## src/rtl/psum_accum.sv

```systemverilog
// Partial-sum accumulator behind the 8x8 signed DSP multiplier: realigns operand-side
// framing flags with the product stream and sums each kernel window with saturation.
module psum_accum #(
    parameter int MUL_LAT = 3,
    parameter int ACC_W   = 32,
    parameter int CNT_W   = 8
) (
    input  logic               clk,
    input  logic               rstn,
    input  logic               i_clr,
    input  logic               i_vld,
    input  logic               i_first,
    input  logic               i_last,
    input  logic [15:0]        i_prod,
    output logic [ACC_W-1:0]   o_acc,
    output logic               o_vld,
    output logic [CNT_W-1:0]   o_cnt,
    output logic               o_ovf,
    output logic               o_err
);

    typedef enum logic [0:0] {
        ST_IDLE = 1'b0,
        ST_ACC  = 1'b1
    } state_t;

    localparam logic [ACC_W-1:0] ACC_MAX = {1'b0, {(ACC_W-1){1'b1}}};
    localparam logic [ACC_W-1:0] ACC_MIN = {1'b1, {(ACC_W-1){1'b0}}};
    localparam logic [CNT_W-1:0] CNT_ONE = {{(CNT_W-1){1'b0}}, 1'b1};

    logic [MUL_LAT-1:0] dly_vld_r;
    logic [MUL_LAT-1:0] dly_first_r;
    logic [MUL_LAT-1:0] dly_last_r;

    state_t             state_r;
    state_t             state_nxt_s;
    logic [ACC_W-1:0]   acc_r;
    logic [ACC_W-1:0]   acc_nxt_s;
    logic [CNT_W-1:0]   cnt_r;
    logic [CNT_W-1:0]   cnt_nxt_s;
    logic               ovf_r;
    logic               ovf_nxt_s;
    logic               err_r;
    logic               err_nxt_s;
    logic               done_s;
    logic               start_s;
    logic               frame_err_s;

    logic [ACC_W-1:0]   res_acc_r;
    logic [CNT_W-1:0]   res_cnt_r;
    logic               res_ovf_r;
    logic               res_vld_r;

    logic               a_vld_s;
    logic               a_first_s;
    logic               a_last_s;
    logic [ACC_W-1:0]   prod_ext_s;
    logic [ACC_W:0]     sum_s;
    logic               sat_s;

    assign a_vld_s    = dly_vld_r[MUL_LAT-1];
    assign a_first_s  = a_vld_s & dly_first_r[MUL_LAT-1];
    assign a_last_s   = a_vld_s & dly_last_r[MUL_LAT-1];
    assign prod_ext_s = {{(ACC_W-16){i_prod[15]}}, i_prod};

    // One guard bit above the accumulator: the top two sum bits disagree exactly on signed overflow.
    assign sum_s = {acc_r[ACC_W-1], acc_r} + {prod_ext_s[ACC_W-1], prod_ext_s};
    assign sat_s = sum_s[ACC_W] ^ sum_s[ACC_W-1];

    // Flag delay line matching the multiplier latency.
    always_ff @(posedge clk or negedge rstn) begin
        if (!rstn) begin
            dly_vld_r   <= {MUL_LAT{1'b0}};
            dly_first_r <= {MUL_LAT{1'b0}};
            dly_last_r  <= {MUL_LAT{1'b0}};
        end else if (i_clr) begin
            dly_vld_r   <= {MUL_LAT{1'b0}};
            dly_first_r <= {MUL_LAT{1'b0}};
            dly_last_r  <= {MUL_LAT{1'b0}};
        end else begin
            dly_vld_r[0]   <= i_vld;
            dly_first_r[0] <= i_first;
            dly_last_r[0]  <= i_last;
            for (int k = 1; k < MUL_LAT; k++) begin
                dly_vld_r[k]   <= dly_vld_r[k-1];
                dly_first_r[k] <= dly_first_r[k-1];
                dly_last_r[k]  <= dly_last_r[k-1];
            end
        end
    end

    // Group framing decode for the aligned term.
    always_comb begin
        start_s     = 1'b1;
        frame_err_s = 1'b0;
        case (state_r)
            ST_IDLE: begin
                start_s     = 1'b1;
                frame_err_s = ~a_first_s;
            end
            ST_ACC: begin
                start_s     = a_first_s;
                frame_err_s = a_first_s;
            end
            default: begin
                start_s     = 1'b1;
                frame_err_s = 1'b0;
            end
        endcase
    end

    // Next-state and accumulator datapath.
    always_comb begin
        state_nxt_s = state_r;
        acc_nxt_s   = acc_r;
        cnt_nxt_s   = cnt_r;
        ovf_nxt_s   = ovf_r;
        err_nxt_s   = err_r;
        done_s      = 1'b0;
        if (a_vld_s) begin
            if (start_s) begin
                acc_nxt_s = prod_ext_s;
                cnt_nxt_s = CNT_ONE;
                ovf_nxt_s = 1'b0;
                err_nxt_s = err_r | frame_err_s;
            end else begin
                acc_nxt_s = sat_s ? (sum_s[ACC_W] ? ACC_MIN : ACC_MAX) : sum_s[ACC_W-1:0];
                cnt_nxt_s = (&cnt_r) ? cnt_r : (cnt_r + CNT_ONE);
                ovf_nxt_s = ovf_r | sat_s;
                err_nxt_s = err_r;
            end
            if (a_last_s) begin
                state_nxt_s = ST_IDLE;
                done_s      = 1'b1;
            end else begin
                state_nxt_s = ST_ACC;
                done_s      = 1'b0;
            end
        end else begin
            state_nxt_s = state_r;
            done_s      = 1'b0;
        end
    end

    // State, accumulator and sticky error registers.
    always_ff @(posedge clk or negedge rstn) begin
        if (!rstn) begin
            state_r <= ST_IDLE;
            acc_r   <= {ACC_W{1'b0}};
            cnt_r   <= {CNT_W{1'b0}};
            ovf_r   <= 1'b0;
            err_r   <= 1'b0;
        end else if (i_clr) begin
            state_r <= ST_IDLE;
            acc_r   <= {ACC_W{1'b0}};
            cnt_r   <= {CNT_W{1'b0}};
            ovf_r   <= 1'b0;
            err_r   <= 1'b0;
        end else begin
            state_r <= state_nxt_s;
            acc_r   <= acc_nxt_s;
            cnt_r   <= cnt_nxt_s;
            ovf_r   <= ovf_nxt_s;
            err_r   <= err_nxt_s;
        end
    end

    // Result registers: captured on group completion, held otherwise (including across a flush).
    always_ff @(posedge clk or negedge rstn) begin
        if (!rstn) begin
            res_acc_r <= {ACC_W{1'b0}};
            res_cnt_r <= {CNT_W{1'b0}};
            res_ovf_r <= 1'b0;
            res_vld_r <= 1'b0;
        end else if (i_clr) begin
            res_vld_r <= 1'b0;
        end else begin
            res_vld_r <= done_s;
            if (done_s) begin
                res_acc_r <= acc_nxt_s;
                res_cnt_r <= cnt_nxt_s;
                res_ovf_r <= ovf_nxt_s;
            end else begin
                res_acc_r <= res_acc_r;
            end
        end
    end

    assign o_acc = res_acc_r;
    assign o_cnt = res_cnt_r;
    assign o_ovf = res_ovf_r;
    assign o_vld = res_vld_r;
    assign o_err = err_r;

endmodule

```

## config.mk

```make
export PLATFORM = sky130hd
export DESIGN_NAME = psum_accum
export DESIGN_NICKNAME = d
export VERILOG_FILES = /design/src/rtl/psum_accum.sv
export SDC_FILE = /design/constraint.sdc
export NUM_CORES = 1
export LEC_CHECK = 0
export BUFFER_PORTS_ARGS = -buffer_cell sky130_fd_sc_hd__buf_2
export CORE_ASPECT_RATIO = 1.5
export CORE_UTILIZATION = 46
export CTS_CLUSTER_DIAMETER = 200
export DETAILED_ROUTE_END_ITERATION = 8
export GPL_ROUTABILITY_DRIVEN = 0
export MAX_ROUTING_LAYER = met4
export PLACE_DENSITY = 0.74
export SLEW_MARGIN = 25
export SYNTH_ARGS = -nofsm -noshare
export SYNTH_HDL_FRONTEND = slang
export SYNTH_SLANG_ARGS = --single-unit
```

## constraint.sdc

```tcl
create_clock -name clk -period 4.4 [get_ports clk]
set_input_delay 0.44 -clock clk [delete_from_list [all_inputs] [get_ports clk]]
set_output_delay 0.44 -clock clk [all_outputs]
set_load 0.02 [all_outputs]
```

# After elaboration in Yosys (flattened, before gate mapping)
# Cells that the tools add are included.
dict set report totals {
  register_bits 94
  in_bits 22
  wordCells 53
}
dict set report classes {
  n_addsub 2
  n_mux 26
  bitwise_logic 8
  n_reduce_logical 5
}
# cell count
set op_table {}
lappend op_table {{$mux W32} 5}
lappend op_table {{$add A32 B16 Y33} 1}
lappend op_table {{$mux W8} 4}
lappend op_table {{$mux W1} 12}
lappend op_table {{$mux W3} 3}
lappend op_table {{$add A8 B1 Y8 const B} 1}
lappend op_table {{$reduce_and A8 Y1} 1}
lappend op_table {{$pmux W1 S2} 2}
lappend op_table {{$reduce_and A2 Y1} 2}
lappend op_table {{$reduce_bool A2 Y1} 2}
lappend op_table {{$not A1 Y1} 3}
lappend op_table {{$and A1 B1 Y1} 2}
lappend op_table {{$or A1 B1 Y1} 2}
lappend op_table {{$xor A1 B1 Y1} 1}

# Depth between registers and ports, before layout
dict set report logic_depth {
  word_depth 7
  ltp_mapped 12
  depth_no_buf 11
}

# Worst setup path before layout
# Ideal clock, no wire load.
dict set report synth_timing {
  path_type {input to register}
  startpoint {in i_prod[0]}
  endpoint {reg acc_r[25]}
  setup_time_ps 136
  arrival_ps 3026
  required_time_ps 4264
  setup_slack_ps 1237
  path_stages 11
  path_buffers 0
  cell_sequence {ha_1 fa_1 a21o_1 a221oi_2 o31ai_2 o211ai_1 nand4_1 a31o_4 or2_4 o41ai_2 a21oi_1}
}
dict set report synth_via {
  elab_chain_len 6
  elab_cells_between_ends 7
  classes_between {1 x add/sub; 5 x mux; 1 x bitwise}
}
# item line
set synth_rtl {}
lappend synth_rtl {{start, declared} 14} ;# input logic [15:0] i_prod,
lappend synth_rtl {{$add A32 B16 Y33 *} 67} ;# assign sum_s = {acc_r[ACC_W-1], acc_r} + {prod_ext_s[ACC_W-1], prod_ext_s};
lappend synth_rtl {{$mux W32 or $xor A1 B1 Y1 (tied branches)} {127, 68}}
lappend synth_rtl {{$mux W32 *} 127} ;# acc_nxt_s = sat_s ? (sum_s[ACC_W] ? ACC_MIN : ACC_MAX) : sum_s[ACC_W-1:0];
lappend synth_rtl {{$mux W32 *} 121} ;# if (start_s) begin
lappend synth_rtl {{$mux W32 *} 120} ;# if (a_vld_s) begin
lappend synth_rtl {{$mux W32 *} 153} ;# end else if (i_clr) begin
lappend synth_rtl {{end signal, assigned} 149} ;# acc_r <= {ACC_W{1'b0}};
lappend synth_rtl {{end signal, assigned} 155} ;# acc_r <= {ACC_W{1'b0}};
lappend synth_rtl {{end signal, assigned} 161} ;# acc_r <= acc_nxt_s;
lappend synth_rtl {{end, declared} 37} ;# logic [ACC_W-1:0] acc_r;
# Mark *: on every way between the ends. The rest lies on a longest branch, timed or not.
# A chain may end at the register's enable or synchronous reset.

# Worst setup path after layout
dict set report layout_timing {
  startpoint {reg acc_r[0]}
  endpoint {reg acc_r[25]}
}
dict set report layout_via {
  elab_chain_len 6
  elab_cells_between_ends 7
  classes_between {1 x add/sub; 5 x mux; 1 x bitwise}
}
# item line
set layout_rtl {}
lappend layout_rtl {{$add A32 B16 Y33 *} 67}
lappend layout_rtl {{$mux W32 or $xor A1 B1 Y1 (tied branches)} {127, 68}}
lappend layout_rtl {{$mux W32 *} 127}
lappend layout_rtl {{$mux W32 *} 121}
lappend layout_rtl {{$mux W32 *} 120}
lappend layout_rtl {{$mux W32 *} 153}
# Marks and branches as above.

==> results.md <==
Synthesis:
- Among all cell types in the netlist, the one instantiated most often is sky130_fd_sc_hd__nand2_1.
- Summing every instance area after synthesis gives 0.00590 sq mm.
- The area share of the leading cell type in the synthesized netlist is 39.9%.
- Of the synthesized area, sequential elements account for 39.9%.
- The number of flops mapped to enable cells by yosys is 0.
- Sorting the synthesized cells by how often they occur yields sky130_fd_sc_hd__nand2_1 (97), sky130_fd_sc_hd__dfrtp_1 (94), sky130_fd_sc_hd__o21ai_0 (60).
- In the synthesized netlist the dominant register cell turns out to be sky130_fd_sc_hd__dfrtp_1.
- The yosys synthesis warning count is 0.
- The library cell occupying the most area in the post-synthesis netlist is sky130_fd_sc_hd__dfrtp_1.
- The fraction of registers with async set/reset is 100%.
- The synthesized netlist net count is 730.
- The average size of a mapped cell is 8.77 sq um.
- By area the synthesized netlist is led by sky130_fd_sc_hd__dfrtp_1 (40%), sky130_fd_sc_hd__ha_1 (7.2%), sky130_fd_sc_hd__nand2_1 (6.2%).
- The gate count after technology mapping is 673.
- The synthesized netlist contains 72 unique library cells.
- The flip-flop and latch count after synthesis is 94.

Hold path:
- The tightest min-delay check is of the in -> async type.

Worst setup path:
- The number of cells on the worst reg-to-reg path is 11.
- The path type of the worst setup path is reg -> reg.
- The capture point of the worst reg-to-reg path is acc_r[25]$_DFF_PN0_.
- The critical path launch point type is a flip-flop.
- STA classifies the critical path endpoint as a flip-flop.
- The largest stage delay on the critical path is 0.41 ns.
- The data arrival at the endpoint of the critical path is 3.74 ns.
- The endpoint required time on the critical path is 4.60 ns.
- On the critical path, the stage with the largest delay is an instance of sky130_fd_sc_hd__fa_1.
- The register-to-register setup slack is 0.86 ns.
- Along the worst path, the maximum fanout reaches 17.
- The signal on the critical path passes through ha_1 > fa_1 > a21o_1 > a221oi_2 > o31ai_2 > o211ai_1 > nand4_1 > a31o_4 > or2_4 > o41ai_2 > a21oi_1.
- The source of the worst register-to-register timing path is acc_r[0]$_DFF_PN0_.

Clocking:
- The CTS tree is done.
- The clock buffer count from CTS is 9.
- The root cell of the clock tree is sky130_fd_sc_hd__clkbuf_16.
- In this run, post-CTS repair resized a total of 0 instances.
- In this run, post-CTS hold repair placed 0 buffers.
- The number of setup buffers added after CTS is 0.
- After clock tree synthesis, the clock-pin slew on the worst setup and hold paths is 0.07 ns.
- No sink is reached through more buffers than the 2 on the longest clock path.
- For the worst-skew pair, the clock arrives at the later sink with an insertion delay of 0.35 ns.
- The maximum level of the CTS H-tree is 3.
- The count of clock tree sinks is 94.

STA:
- Adding up every negative setup slack in the final design gives 0 ns.
- Timing would allow up to 283 MHz.
- For the pin with the worst max-slew slack, the measured transition is 0.797 ns.
- The smallest clock period supported by the final layout is computed as 3.54 ns.
- Setup repair after global routing left no endpoint under its margin.
- The headroom to the max-slew limit is 46.9%.
- The number of hold-slack violations in the final timing report is 0.
- Clock skew on the completed layout was measured at 0.00793 ns.
- Final hold analysis gives a worst-case slack of 0.173 ns.
- The setup slack after layout is 0.863 ns.
- The final count of negative-setup-slack endpoints is 0.
- The number of max-slew violations in the final report is 0.
- In the finished design, the share of the clock period the worst path needs comes to 80.4%.

Die:
- After floorplanning, the core was divided into 50 placement rows.
- Measured along the y axis, the die boundary spans 141 um.
- The initial standard-cell utilization of the core is 47.2%.
- The count of boundary I/O pins is 65.
- The floorplan step set the die width to 94.5 um.
- The placeable core region is 0.0125 sq mm.
- The full die area is 0.0133 sq mm.

Routing:
- The met1 wire length is 5750 um.
- The top routing layer in use is met4.
- In this run, the number of DRC markers left after iteration 0 of detailed routing was 300.
- The DRC violation count after routing is 0.
- Dividing the detail-routed via count by the number of cells gives 6.02.
- The final antenna-violating net count is 0.
- The via total after detailed routing is 5291.
- In the detailed route, the total length drawn on met3 is 693 um.
- The final routed wire length divided by cell count is 16.6 um.
- The pre-antenna-repair detailed-routing pass consisted of 7 iterations.
- The detailed-routed wire length on met2 is 7490 um.
- Summed over all layers, the routed wires come to 14600 um.

Cells and area:
- At the end of the flow, the number of nets in the layout was 775.
- The layout has 1168 filler cells.
- The finished cells cover 0.00662 sq mm.
- The post-layout utilization of the core is 52.9%.
- Compared with the post-synthesis result, the final layout area differs by 12.2%.
- 0 antenna diodes ended up in the layout.
- The share of final-layout standard cells stronger than drive strength 1 is 14.5%.
- The filler-free cell count of the finished design is 879.

Global routing:
- The initial antenna violation count was 0.
- Global routing finished with a remaining overflow of 0.
- The global-route wire length before repair is 24600 um.
- In the global route stage, overall resource usage came out at 24.0%.
- The via count of the first global-routing pass is 5249.
- The largest net degree at the start of global routing is 64.

Flow run:
- The count of max-cap constraint violations is 0.

Placement:
- The placed cell count is 863.
- Detailed placement ended at an HPWL of 10700 um.
- The post-detailed-placement cell area is 0.00630 sq mm.
- OpenSTA, run right after detailed placement, puts the worst setup slack at 0.671 ns.
- During placement, the flow inserted port buffers numbering 64.

Power:
- Summing internal, switching and leakage power gives 2.02 mW.
- The power density over cell area is 305 mW/mm^2.
- The static leakage power is 3.23 nW.
- The peak supply drop is 0.188 mV.

Run status:
- The run finished with clean final reports.
==> how the worst max path moves through the flow <==
stage,from,endpoint,slack [ns],cells past startpoint
floorplan,i_prod[0],acc_r[25]$_DFF_PN0_,1.24,11
global placement,i_prod[15],acc_r[25]$_DFF_PN0_,0.74,11
detailed placement,i_prod[15],acc_r[25]$_DFF_PN0_,0.67,11
CTS,acc_r[0]$_DFF_PN0_,acc_r[25]$_DFF_PN0_,0.88,11
global route,acc_r[0]$_DFF_PN0_,o_acc[24]$_DFFE_PN0P_,0.70,11
finish,acc_r[0]$_DFF_PN0_,acc_r[25]$_DFF_PN0_,0.86,11
==> where the power goes <==
group	internal, mW	total (mW)	switching (mW)
Combinational	0.105	0.292	0.187
Clock	0.455	0.825	0.370
Sequential	0.889	0.903	0.0143
==> cells in the final DEF (no fill, tap or decap), drive strengths merged, types with 2 or more instances in the layout <==
cell	synthesis	routed
or2	2	2
a31o	3	3
a2111oi	2	2
a21oi	61	61
a221oi	2	2
and2	6	6
nor2b	20	20
o21ai	75	75
xnor2	15	15
nand2	97	97
nand2b	19	19
nand3	16	16
nor3b	2	2
nor3	14	14
nor2	37	37
a21o	14	14
a22oi	3	3
o21bai	2	2
o211a	3	3
nand4	5	5
and3	5	5
mux2i	3	3
o21a	5	5
clkbuf	28	9
a21boi	2	2
clkinv	1	3
nor4	2	2
inv	9	13
ha	34	34
o31ai	10	10
buf	7	69
a31oi	20	20
a211oi	10	10
dfrtp	94	94
a41oi	2	2
xor2	15	15
o2111a	2	2
o211ai	6	6
a211o	5	5
==> layout make-up <==
class                      instances  area, sq um  share of cell area, %
clock buffer                       9          225                   3.40
tap                              156          195                   2.95
inverter                          10         37.5                  0.567
timing repair buffer              69          360                   5.45
sequential                        94         2350                   35.5
clock inverter                     7         87.6                   1.32
multi-input combinational        534         3360                   50.8
==> sequential cells by signal, indices dropped and copies added (netlist names) <==
signal / cells
cnt_r: 8
dly_first_r: 3
o_ovf: 1
o_cnt: 8
state_r: 1
o_vld: 1
dly_last_r: 3
acc_r: 32
dly_vld_r: 3
o_err: 1
ovf_r: 1
o_acc: 32
==> critical path, delay by kind of cell (launching register included) <==
kind | cells | cell delay (ns)
simple gates | 2 | 0.50
flops | 1 | 0.38
compound gates | 7 | 1.85
fa+ha+maj | 2 | 0.64
==> kinds of logic (layout without fill, tap and decap cells) <==
family / after synthesis / after routing / synth area share (%)
compound gates: 236 / 236 / 25.8
simple gates: 230 / 230 / 18.6
flops: 94 / 94 / 39.9
buf+inv: 45 / 95 / 3.18
fa+ha+maj: 35 / 35 / 7.55
xor+xnor: 30 / 30 / 4.45
mux: 3 / 3 / 0.509
==> per-layer routing <==
| layer | GRT usage, % | up-vias |
|---|---|---|
| met3 | 4.05 | 60 |
| met2 | 40.3 | 195 |
| met5 | - | - |
| met4 | 13.8 | 0 |
| met1 | 26.5 | 2515 |
| li1 | - | 2521 |
No activity file was read; power rests on OpenSTA's default activity.
